[src/rtl/ps2_pkg.sv]
// Shared definitions for the PS/2 host transmitter and receiver.
// Contents: transmitter state enumeration, error codes reported on
// tx_err_code, common keyboard command bytes, and an odd-parity helper.
package ps2_pkg;

  typedef enum logic [2:0] {
    IDLE     = 3'd0,
    INHIBIT  = 3'd1,
    REQ      = 3'd2,
    SHIFT    = 3'd3,
    ACK      = 3'd4,
    WAIT_REL = 3'd5
  } ps2_tx_state_e;

  localparam logic [1:0] ERR_NONE    = 2'b00;
  localparam logic [1:0] ERR_TIMEOUT = 2'b01;
  localparam logic [1:0] ERR_NACK    = 2'b10;

  localparam logic [7:0] CMD_SET_LED = 8'hED;
  localparam logic [7:0] CMD_RESET   = 8'hFF;

  // PS/2 frames carry odd parity: the parity bit makes the count of ones odd.
  function automatic logic odd_parity(input logic [7:0] d);
    return ~^d;
  endfunction

endpackage

[src/rtl/ps2_line_sync.sv]
// Two-flop synchroniser with falling-edge detect for one PS/2 line.
// Ports:
//   clk   system clock
//   rst   synchronous active-high reset (flops reset to the idle-high level)
//   line  raw asynchronous line
//   sync  synchronised line level
//   fall  one-cycle pulse when sync goes 1 -> 0
module ps2_line_sync (
  input  logic clk,
  input  logic rst,
  input  logic line,
  output logic sync,
  output logic fall
);

  logic meta_q;
  logic sync_q;
  logic prev_q;

  // Reset to 1 so an idle (pulled-up) line does not produce a false edge.
  always_ff @(posedge clk) begin
    if (rst) begin
      meta_q <= 1'b1;
      sync_q <= 1'b1;
      prev_q <= 1'b1;
    end else begin
      meta_q <= line;
      sync_q <= meta_q;
      prev_q <= sync_q;
    end
  end

  assign sync = sync_q;
  assign fall = prev_q & ~sync_q;

endmodule

[src/rtl/ps2_host_tx.sv]
// Host-to-device PS/2 transmitter. Inhibits the bus, issues a request-to-send,
// then shifts one byte (LSB first, odd parity, released stop bit) on the
// device-generated clock, checks the device ACK and waits for bus release.
// Both lines are driven open-drain through output enables.
//
// Optional build macro: PS2_TX_RETRY_EN -- on the first NACK/timeout the
// latched byte is resent once; only a second failure reports tx_err.
//
// Ports:
//   m_clock      system clock
//   p_reset      synchronous active-high reset
//   tx_data      byte to send, latched on acceptance
//   tx_start     single-cycle request, accepted only in IDLE
//   tx_busy      high while a transfer is in progress
//   tx_done      one-cycle pulse: byte acknowledged by the device
//   tx_err       one-cycle pulse: transfer failed
//   tx_err_code  failure reason, held until the next tx_err
//   rx_inhibit   tells the receiver to drop its frame (equals tx_busy)
//   ps2_clk_in   raw CLK line
//   ps2_dat_in   raw DATA line
//   ps2_clk_oe   1 pulls CLK low
//   ps2_dat_oe   1 pulls DATA low
//
// state    | meaning
// ---------+-----------------------------------------------------------
// IDLE     | lines released, waiting for tx_start
// INHIBIT  | CLK held low for INHIBIT_CYCLES
// REQ      | CLK and DATA low for one cycle (start bit)
// SHIFT    | CLK released; data/parity/stop updated on device falling edges
// ACK      | sample DATA on the next falling edge (0 = ACK)
// WAIT_REL | wait for both lines high, then report done
module ps2_host_tx
  import ps2_pkg::*;
#(
  parameter int INHIBIT_CYCLES = 6000,
  parameter int TIMEOUT_CYCLES = 750000
) (
  input  logic       m_clock,
  input  logic       p_reset,
  input  logic [7:0] tx_data,
  input  logic       tx_start,
  output logic       tx_busy,
  output logic       tx_done,
  output logic       tx_err,
  output logic [1:0] tx_err_code,
  output logic       rx_inhibit,
  input  logic       ps2_clk_in,
  input  logic       ps2_dat_in,
  output logic       ps2_clk_oe,
  output logic       ps2_dat_oe
);

  localparam int INH_W = $clog2(INHIBIT_CYCLES + 1);
  localparam int TO_W  = $clog2(TIMEOUT_CYCLES + 1);
  localparam logic [INH_W-1:0] INH_LOAD = INH_W'(INHIBIT_CYCLES - 1);
  localparam logic [INH_W-1:0] INH_ONE  = INH_W'(1);
  localparam logic [TO_W-1:0]  TO_LOAD  = TO_W'(TIMEOUT_CYCLES - 1);
  localparam logic [TO_W-1:0]  TO_ONE   = TO_W'(1);

  logic clk_sync, clk_fall;
  logic dat_sync, dat_fall_unused;

  ps2_line_sync u_clk_sync (
    .clk  (m_clock),
    .rst  (p_reset),
    .line (ps2_clk_in),
    .sync (clk_sync),
    .fall (clk_fall)
  );

  ps2_line_sync u_dat_sync (
    .clk  (m_clock),
    .rst  (p_reset),
    .line (ps2_dat_in),
    .sync (dat_sync),
    .fall (dat_fall_unused)
  );

  ps2_tx_state_e    state_q, state_d;
  logic [7:0]       data_q, data_d;
  logic             par_q, par_d;
  logic [3:0]       n_q, n_d;
  logic [INH_W-1:0] inh_q, inh_d;
  logic [TO_W-1:0]  to_q, to_d;
  logic             clk_oe_q, clk_oe_d;
  logic             dat_oe_q, dat_oe_d;
  logic             done_q, done_d;
  logic             err_q, err_d;
  logic [1:0]       code_q, code_d;
  logic             retry_q, retry_d;
  logic             fail;
  logic [1:0]       fail_code;

  always_ff @(posedge m_clock) begin
    if (p_reset) begin
      state_q  <= IDLE;
      data_q   <= '0;
      par_q    <= 1'b0;
      n_q      <= '0;
      inh_q    <= '0;
      to_q     <= '0;
      clk_oe_q <= 1'b0;
      dat_oe_q <= 1'b0;
      done_q   <= 1'b0;
      err_q    <= 1'b0;
      code_q   <= ERR_NONE;
      retry_q  <= 1'b0;
    end else begin
      state_q  <= state_d;
      data_q   <= data_d;
      par_q    <= par_d;
      n_q      <= n_d;
      inh_q    <= inh_d;
      to_q     <= to_d;
      clk_oe_q <= clk_oe_d;
      dat_oe_q <= dat_oe_d;
      done_q   <= done_d;
      err_q    <= err_d;
      code_q   <= code_d;
      retry_q  <= retry_d;
    end
  end

  always_comb begin
    state_d   = state_q;
    data_d    = data_q;
    par_d     = par_q;
    n_d       = n_q;
    inh_d     = inh_q;
    to_d      = (to_q != '0) ? to_q - TO_ONE : to_q;
    clk_oe_d  = clk_oe_q;
    dat_oe_d  = dat_oe_q;
    done_d    = 1'b0;
    err_d     = 1'b0;
    code_d    = code_q;
    retry_d   = retry_q;
    fail      = 1'b0;
    fail_code = ERR_NONE;

    unique case (state_q)
      IDLE: begin
        clk_oe_d = 1'b0;
        dat_oe_d = 1'b0;
        retry_d  = 1'b0;
        // The done/err pulse cycle already shows IDLE in the state register,
        // but the transfer is only finished once the pulse has gone.
        if (tx_start && !done_q && !err_q) begin
          data_d   = tx_data;
          par_d    = odd_parity(tx_data);
          inh_d    = INH_LOAD;
          clk_oe_d = 1'b1;
          state_d  = INHIBIT;
        end
      end

      INHIBIT: begin
        if (inh_q == '0) begin
          dat_oe_d = 1'b1;
          state_d  = REQ;
        end else begin
          inh_d = inh_q - INH_ONE;
        end
      end

      REQ: begin
        clk_oe_d = 1'b0;
        n_d      = '0;
        to_d     = TO_LOAD;
        state_d  = SHIFT;
      end

      SHIFT: begin
        if (clk_fall) begin
          to_d = TO_LOAD;
          if (n_q < 4'd8) begin
            dat_oe_d = ~data_q[n_q[2:0]];
            n_d      = n_q + 4'd1;
          end else if (n_q == 4'd8) begin
            dat_oe_d = ~par_q;
            n_d      = n_q + 4'd1;
          end else begin
            dat_oe_d = 1'b0;
            state_d  = ACK;
          end
        end else if (to_q == '0) begin
          fail      = 1'b1;
          fail_code = ERR_TIMEOUT;
        end
      end

      ACK: begin
        if (clk_fall) begin
          to_d = TO_LOAD;
          if (dat_sync) begin
            fail      = 1'b1;
            fail_code = ERR_NACK;
          end else begin
            state_d = WAIT_REL;
          end
        end else if (to_q == '0) begin
          fail      = 1'b1;
          fail_code = ERR_TIMEOUT;
        end
      end

      WAIT_REL: begin
        if (clk_sync && dat_sync) begin
          done_d  = 1'b1;
          state_d = IDLE;
        end else if (clk_fall) begin
          to_d = TO_LOAD;
        end else if (to_q == '0) begin
          fail      = 1'b1;
          fail_code = ERR_TIMEOUT;
        end
      end

      default: begin
        clk_oe_d = 1'b0;
        dat_oe_d = 1'b0;
        state_d  = IDLE;
      end
    endcase

    if (fail) begin
      clk_oe_d = 1'b0;
      dat_oe_d = 1'b0;
      state_d  = IDLE;
`ifdef PS2_TX_RETRY_EN
      if (!retry_q) begin
        retry_d  = 1'b1;
        inh_d    = INH_LOAD;
        clk_oe_d = 1'b1;
        state_d  = INHIBIT;
      end else begin
        err_d  = 1'b1;
        code_d = fail_code;
      end
`else
      err_d  = 1'b1;
      code_d = fail_code;
`endif
    end
  end

  assign tx_busy     = (state_q != IDLE);
  assign rx_inhibit  = tx_busy;
  assign tx_done     = done_q;
  assign tx_err      = err_q;
  assign tx_err_code = code_q;
  assign ps2_clk_oe  = clk_oe_q;
  assign ps2_dat_oe  = dat_oe_q;

endmodule

[config.mk]
export PLATFORM = sky130hd
export DESIGN_NAME = ps2_host_tx
export DESIGN_NICKNAME = d
export VERILOG_FILES = /design/src/rtl/ps2_pkg.sv /design/src/rtl/ps2_line_sync.sv /design/src/rtl/ps2_host_tx.sv
export SDC_FILE = /design/constraint.sdc
export NUM_CORES = 1
export LEC_CHECK = 0
export CAP_MARGIN = 20
export CORE_MARGIN = 1
export CORE_UTILIZATION = 55
export DETAILED_ROUTE_END_ITERATION = 6
export DONT_BUFFER_PORTS = 1
export PLACE_DENSITY = 0.77
export SYNTH_ARGS = -nofsm -noshare
export SYNTH_HDL_FRONTEND = slang
export SYNTH_SLANG_ARGS = --single-unit
[constraint.sdc]
create_clock -name m_clock -period 3.7 [get_ports m_clock]
set_input_delay 0.74 -clock m_clock [delete_from_list [all_inputs] [get_ports m_clock]]
set_output_delay 0.74 -clock m_clock [all_outputs]
set_load 0.1 [all_outputs]
## After elaboration in Yosys (flattened, before gate mapping)

Cells that the tools add are included.

- Memories kept: 0
- Bits in registers: 60
- Bits in latches: 0
- ROM bits: 0
- Input port bits: 13
- Bits in writable memories: 0
- Output and inout port bits: 8
- Word-level logic and storage cells: 109

- Equal/unequal tests: 16
- Div/mod/pow operators: 0
- Add/sub/neg operators: 3
- $lt $le $gt $ge: 2
- Bitwise operators: 6
- Muxes and demuxes: 43
- Reduce and logical (&&, ||, !) cells: 23
- Multipliers: 0
- Shift-type cells: 0

Operators by type and width:

| cell | count |
|---|---|
| two-way mux 20 bit | 3 |
| case mux 20 bit (3 select lines) | 1 |
| two-way mux 13 bit | 2 |
| case mux 13 bit (2 select lines) | 1 |
| two-way mux 3 bit | 8 |
| zero test 20 bit | 1 |
| nonzero test 20 bit | 1 |
| subtractor 20 x 1 -> 20 bit (second input constant) | 1 |
| inequality test 2 bit (second input constant) | 9 |
| case mux 3 bit (6 select lines) | 1 |
| two-way mux 1 bit | 15 |
| zero test 13 bit | 1 |
| subtractor 13 x 1 -> 13 bit (second input constant) | 1 |
| two-way mux 4 bit | 3 |
| AND reduction 3 bit | 3 |
| case mux 4 bit (2 select lines) | 1 |
| AND reduction 8 bit | 1 |
| XNOR reduction 8 bit | 1 |
| equality test 3 x 2 -> 1 bit (second input constant) | 2 |
| equality test 3 bit (second input constant) | 2 |
| two-way mux 2 bit | 3 |
| case mux 1 bit (3 select lines) | 2 |
| case mux 2 bit (3 select lines) | 1 |
| OR reduction 2 bit | 3 |
| 18 further kinds | 26 |

## Depth between registers and ports, before layout

Gate-level depths: netlist of run 1.

- Depth after elaboration: 6
- Mapped depth: 8
- Depth with buffers taken out: 7

## Modules after synthesis

Synthesis of run 1 repeated with hierarchy kept, for this count alone.

- Cell total of the unflattened synthesis: 339
- Area, all modules: 2964.1 µm²

By module, submodules not included:

| module | times used | area each (µm²) | cells each |
|---|---|---|---|
| ps2_host_tx | 1 | 2793.9 | 325 |
| ps2_line_sync | 2 | 85.1 | 7 |

## Worst setup path after synthesis of run 1

No wires, ideal clock.

- Path type: flip-flop to output port
- From: reg state_q[1]
- To: out tx_busy
- Path slack: 1.231 ns
- Data arrival time: 1.729 ns
- Path buffers: 2
- Cell stages (with the launch flop): 4
- Cell sequence: dfxtp_1 -> clkbuf_1 -> or3_1 -> buf_4

- Cells in the longest elaborated chain, start to end: 1

RTL lines:

| what | line | text |
|---|---|---|
| start: declaration | ps2_host_tx.sv:79 | `ps2_tx_state_e state_q, state_d;` |
| start signal: assignment | ps2_host_tx.sv:109 | `state_q <= state_d;` |
| nonzero test 3 bit | ps2_host_tx.sv:246 | `assign tx_busy = (state_q != IDLE);` |
| end: declaration | ps2_host_tx.sv:42 | `output logic tx_busy,` |

Every way passes these cells.

## Worst setup path in the final report of run 1

- From: reg to_q[0]
- To: reg code_q[1] (netlist: tx_err_code[1])

- Cells in the longest elaborated chain, start to end: 5

RTL lines:

| what | line | text |
|---|---|---|
| start: declaration | ps2_host_tx.sv:84 | `logic [TO_W-1:0] to_q, to_d;` |
| start signal: assignment | ps2_host_tx.sv:114 | `to_q <= to_d;` |
| zero test 20 bit * | ps2_host_tx.sv:185, ps2_host_tx.sv:200, ps2_host_tx.sv:212 |  |
| two-way mux 1 bit * | ps2_host_tx.sv:185, ps2_host_tx.sv:200, ps2_host_tx.sv:212 |  |
| two-way mux 1 bit | ps2_host_tx.sv:173 | `if (clk_fall) begin` |
| two-way mux 1 bit | ps2_host_tx.sv:207 | `if (clk_sync && dat_sync) begin` |
| case mux 1 bit (3 select lines) * | ps2_host_tx.sv:140 | `unique case (state_q)` |
| end signal: assignment | ps2_host_tx.sv:119 | `code_q <= code_d;` |
| end: declaration | ps2_host_tx.sv:89 | `logic [1:0] code_q, code_d;` |

Every way passes the cells marked *; elsewhere a longest branch is shown, timed or not.
A chain may end at the register's enable or synchronous reset.

==> flow_summary.json, run 1 <==
{
  "synth_area_leaders": "dfxtp_1 41%, a21oi_1 6.2%, xor2_1 5.1%",
  "synth_top_cell_by_area": "dfxtp_1",
  "syn-cell-area_sq_um": 2920,
  "irDropWorstVdd_uv": 368,
  "synthesis.nets": 363,
  "die-area_sq_um": 5610,
  "grt_max_degree": 46,
  "dp_hpwl_mm": 4.20,
  "synthCells": 345,
  "leakage_nw": 1.13,
  "dr.pass1.iters": 5,
  "finClkSkew_ns": 0.00558,
  "finish.instance_area_sq_um": 3180,
  "setup_tns_ns": 0,
  "synthToLayoutAreaGrowth_pct": 8.91,
  "period_needed_ns": 2.52,
  "setup_viol": 0,
  "worstSetupPathType": "flop to flop",
  "syn_avg_cell_area_sq_um": 8.47,
  "grt_pass1_wl_mm": 10.3,
  "crit_required_ns": 3.94,
  "start_kind": "flop",
  "cts_max_path_buffers": 2,
  "async_reset_ff_share_pct": 0,
  "cts_resized": 0,
  "ys_seq_elements": 60,
  "start_util_pct": 57.2,
  "cap_violations": 0,
  "rsz0062_at_grt": "no",
  "gp_congestion": 0.874,
  "synth-main-ff-cell": "dfxtp_1",
  "holdPathEnd": "u_dat_sync.sync$_SDFF_PP1_",
  "finalCritPeriodShare_pct": 68.1,
  "cp.arrival_ns": 2.75,
  "crit_path_start": "to_q[0]$_SDFF_PP0_",
  "dpl_cell_area_sq_um": 2960,
  "maxSlewViolCount": 0,
  "synth-seq-area-share_pct": 41.1,
  "fin_nets": 360,
  "max_slew_margin_pct": 35.4,
  "worst_pin_slew_ns": 0.967,
  "clk_latency_ns": 0.34,
  "synth_top_area_share_pct": 41.1,
  "via_per_inst": 5.88,
  "hold_buffers": 0,
  "overflow": 0,
  "clk_pin_slew_worst_paths_ns": 0.07,
  "cellPowerDensity_nw_per_um2": 738,
  "fp.coreArea_sq_um": 5110,
  "synth_common_cells": "60 x dfxtp_1, 36 x a21oi_1, 32 x nand2_1",
  "antenna_found_initial": 0,
  "power_mw": 2.35,
  "die_height_microns": 74.9,
  "synth-edff-count": 0,
  "cts.htree.levels": 3,
  "cts_root_buffer": "clkbuf_8",
  "pin_count": 21,
  "status": "finished, final reports clean",
  "crit_fanout": 9,
  "hold_viol": 0,
  "vias": 2454,
  "endpoint_kind": "flop",
  "regToRegSetupSlack_ns": 1.18,
  "ys_types": 49,
  "post_cts_buffers": 0,
  "worstReg2RegStart": "to_q[0]$_SDFF_PP0_",
  "drc": 0,
  "grt_pass1_vias": 2266,
  "io_buffer_count": 0,
  "reg2regPathDepth": 7,
  "final_layout_size_suffix_gt1_share_pct": 9.22,
  "antenna_cells": 0,
  "synth.most_common_cell": "dfxtp_1",
  "rows": 26,
  "initialDrtViolationCount": 208,
  "clock-sinks": 60,
  "min_path_cells": 1,
  "cts_tree": "done",
  "final_antenna_net_count": 0,
  "wl_per_cell_microns": 14.6,
  "r2r-end": "tx_err_code[1]$_SDFFE_PP0P_",
  "maxClockFrequency_ghz": 0.397,
  "die_width_microns": 74.9,
  "grt_usage_pct": 24.0,
  "yosys_warnings": 0,
  "routed_wl_mm": 6.08,
  "cts_buffers": 9,
  "hp-start": "u_dat_sync.meta_q$_SDFF_PP1_",
  "min_path_type": "flop to flop",
  "fillers": 464
}
[per-stage QoR]
step	hold WS (ns)	util (%)	instances	setup WS [ns]
global route	0.430	62.3	417	0.977
global placement	0.392	57.9	401	1.25
finish	0.409	62.3	417	1.18
CTS	0.410	62.3	417	1.18
floorplan	0.389	-	345	1.23
detailed placement	0.393	57.9	401	1.19
[cells by family after synthesis]
| kind of cell | count (synthesis) | synth area share [%] |
|---|---|---|
| buffers and inverters | 27 | 3.90 |
| adders and majority gates | 5 | 2.14 |
| DFF | 60 | 41.1 |
| and+or+nand+nor | 140 | 25.3 |
| AOI/OAI and AO/OA | 83 | 17.5 |
| muxes | 3 | 1.93 |
| xor gates and xnor gates | 27 | 8.09 |
[state kept, by name, summed over array words and instances (netlist names), 2 cells and up]
name         count
tx_err_code      2
n_q              4
data_q           8
state_q          3
to_q            20
inh_q           13
[cells in the final DEF, fill, tap and decap left out, types with 10 or more instances in the layout]
cell	instances
dfxtp_1	60
a21oi_1	36
nand2_1	32
nor2_1	24
xor2_1	17
o21ai_0	16
nor3_1	11
inv_1	10
nor4_1	10
xnor2_1	10
clkbuf_8	10
[worst max path at each step]
stage	to	cells past startpoint
floorplan	tx_busy	3
global placement	tx_err_code[1]$_SDFFE_PP0P_	5
detailed placement	tx_err_code[1]$_SDFFE_PP0P_	5
CTS	tx_err_code[1]$_SDFFE_PP0P_	7
global route	tx_err_code[1]$_SDFFE_PP0P_	7
finish	tx_err_code[1]$_SDFFE_PP0P_	7
[report_power, final]
| group | switching [mW] | internal, mW | total (mW) |
|---|---|---|---|
| registers | 0.131 | 0.761 | 0.892 |
| clock network | 0.264 | 0.396 | 0.660 |
| logic | 0.478 | 0.317 | 0.795 |
| total | 0.874 | 1.47 | 2.35 |
[cell type report]
class / instances / area, sq um / share of cell area [%]
clock buffer: 10 / 138 / 4.33
clock inverter: 6 / 87.6 / 2.75
inverter: 10 / 37.5 / 1.18
timing repair buffer: 3 / 22.5 / 0.708
multi-input combinational: 258 / 1610 / 50.5
sequential: 60 / 1200 / 37.8
tap: 70 / 87.6 / 2.75
[critical path, cell delays in order, from the launching register on]
cell and delay, ns:
dfxtp_1 0.33, inv_1 0.12, ha_1 0.15, nor4b_1 0.34
nand4b_1 0.35, or2_0 0.51, or3_1 0.44, and3_1 0.17
[per-layer routing]
layer | share of wire [%] | GRT usage, % | wire [microns]
met3 | 4.7 | 3.88 | 288
met4 | 2.0 | 12.4 | 123
met2 | 43 | 35.6 | 2640
met5 | 0 | 0 | 0
met1 | 50 | 33.8 | 3030
No activity file was read; power rests on OpenSTA's default activity.
==> inputs of run 2 (changes only) <==
Clock period 3.7 ns to 2.34 ns, I/O delays scaled along.
==> run 2 against run 1 <==
Net effect:
- critical path depth decreased by 2
- die area unchanged
- highest routed layer unchanged
- non-clock buffer count increased by 20
- register-to-register slack got worse by 1.1 ns
- design area increased by 5.0%
- wire length increased by 5.7%
==> flow_summary.json, run 2 (synthesis gave the netlist of run 1 again) <==
{
  "period_needed_ns": 2.22,
  "setup_viol": 0,
  "hold_viol": 0,
  "min_path_type": "input port to flop",
  "multi_input_area_sq_um": 1610,
  "maxSlewViolCount": 0,
  "status": "finished, final reports clean",
  "rsz0062_at_grt": "no",
  "cts_max_path_buffers": 2,
  "wl_per_cell_microns": 14.7,
  "cts.htree.levels": 3,
  "clock-sinks": 60,
  "vias": 2554,
  "finClkSkew_ns": 0.00707,
  "fin_util_pct": 65.4,
  "layout_common_cells": "60 x dfxtp_1, 36 x a21oi_1, 32 x nand2_1",
  "crit_cells": 5,
  "initialDrtViolationCount": 157,
  "start_util_pct": 57.2,
  "holdWs_ns": 0.194,
  "die_width_microns": 74.9,
  "cp_common_cell": "or3_1",
  "cts_tree": "done",
  "fp.coreArea_sq_um": 5110,
  "slowest_stage": "or4_4",
  "r2r-end": "tx_err_code[1]$_SDFFE_PP0P_",
  "final_layout_size_suffix_gt1_share_pct": 13.4,
  "io_buffer_count": 0,
  "cellPowerDensity_nw_per_um2": 1180,
  "gp_congestion": 0.865,
  "cp.arrival_ns": 2.44,
  "crit_path_start": "to_q[5]$_SDFF_PP0_",
  "largest_reg_flops": 20,
  "critPathBufInv": 0,
  "pin_count": 21,
  "clk_pin_slew_worst_paths_ns": 0.07,
  "registers.top_by_ff_count": "to_q",
  "max_slew_margin_pct": 50.3,
  "leakage_nw": 1.24,
  "cts_resized": 0,
  "routed_wl_mm": 6.43,
  "final_antenna_net_count": 0,
  "worstSetupPathType": "flop to flop",
  "critPathMaxStageDelay_ns": 0.58,
  "regToRegSetupSlack_ns": 0.12,
  "grt_usage_pct": 25.3,
  "overflow": 0,
  "synthToLayoutAreaGrowth_pct": 14.3,
  "endpoint_kind": "flop",
  "endpoint": "tx_err_code[1]$_SDFFE_PP0P_",
  "seq_area_sq_um": 1200,
  "setup_tns_ns": 0,
  "critPathTopFamily": "simple AND/OR/NAND/NOR gates",
  "die_height_microns": 74.9,
  "irDropWorstVdd_uv": 632,
  "start_kind": "flop",
  "clk_latency_ns": 0.34,
  "cap_violations": 0,
  "hold_buffers": 0,
  "dr.pass1.iters": 4,
  "reg2regPathDepth": 5,
  "fin_nets": 380,
  "finalCritPeriodShare_pct": 94.8,
  "grt_pass1_wl_mm": 10.6,
  "antenna_found_initial": 0,
  "fillers": 429,
  "post_cts_buffers": 0,
  "worstReg2RegStart": "to_q[5]$_SDFF_PP0_",
  "rows": 26,
  "antenna_cells": 0,
  "drc": 0,
  "top_regs": "to_q (20), inh_q (13), data_q (8)",
  "worst_pin_slew_ns": 0.745,
  "cts_root_buffer": "clkbuf_8",
  "grt_max_degree": 46,
  "via_per_inst": 5.84,
  "maxClockFrequency_ghz": 0.451,
  "dp_hpwl_mm": 4.47,
  "grt_pass1_vias": 2358,
  "crit_fanout": 6,
  "path_cells": "or4_4, or3_1, or2_0, or3_1, and3_1",
  "cts_buffers": 9,
  "die-area_sq_um": 5610,
  "layout_commonest_cell": "dfxtp_1",
  "crit_required_ns": 2.57
}
==> run 2: metrics by stage <==
step	area, sq um	setup WS [ns]	power, mW	instances
after floorplan	2920	0.00440	2.44	345
after global placement	3110	0.171	2.79	421
after detailed placement	3110	0.134	2.84	421
after CTS	3340	0.117	3.94	437
after global routing	3340	0.0225	4.20	437
final	3340	0.122	3.95	437
==> run 2: cell type report <==
cell class	count	area share, %
clock buffer	12	4.05
clock inverter	4	2.92
inverter	10	1.12
multi-input combinational	258	48.1
sequential	60	36.0
tap	70	2.62
timing repair buffer	23	5.17
==> run 2: power breakdown <==
part	total [mW]	switching [mW]	internal (mW)	leakage (nW)
Sequential	1.39	0.192	1.20	0.492
Clock	1.10	0.392	0.709	0.111
Combinational	1.45	0.820	0.632	0.638
==> run 2: worst min path at each step <==
| stage | from | endpoint | slack, ns | cells after the start |
|---|---|---|---|---|
| 2_1_floorplan | u_clk_sync.meta_q$_SDFF_PP1_ | u_clk_sync.sync$_SDFF_PP1_ | 0.39 | 1 |
| 3_3_place_gp | u_dat_sync.meta_q$_SDFF_PP1_ | u_dat_sync.sync$_SDFF_PP1_ | 0.40 | 1 |
| 3_5_place_dp | u_dat_sync.meta_q$_SDFF_PP1_ | u_dat_sync.sync$_SDFF_PP1_ | 0.40 | 1 |
| 4_1_cts | p_reset | to_q[5]$_SDFF_PP0_ | 0.19 | 1 |
| 5_1_grt | p_reset | to_q[7]$_SDFF_PP0_ | 0.18 | 1 |
| 6_report | p_reset | to_q[7]$_SDFF_PP0_ | 0.19 | 1 |
==> run 2: routing by layer <==
metal  part of all wire, %  track usage [%]  vias to the layer above  wire [microns]
met2                    44             38.6                       81            2810
met5                     0                0                        -               0
met4                   1.4             8.39                        0              87
li1                      -                -                     1277               -
met3                   6.1             7.23                        9             389
met1                    49             34.5                     1187            3140
==> run 2: worst register-to-register path, stage by stage (launching register included) <==
cell     delay (ns)
dfxtp_1        0.35
or4_4          0.58
or3_1          0.34
or2_0          0.28
or3_1          0.39
and3_1         0.17
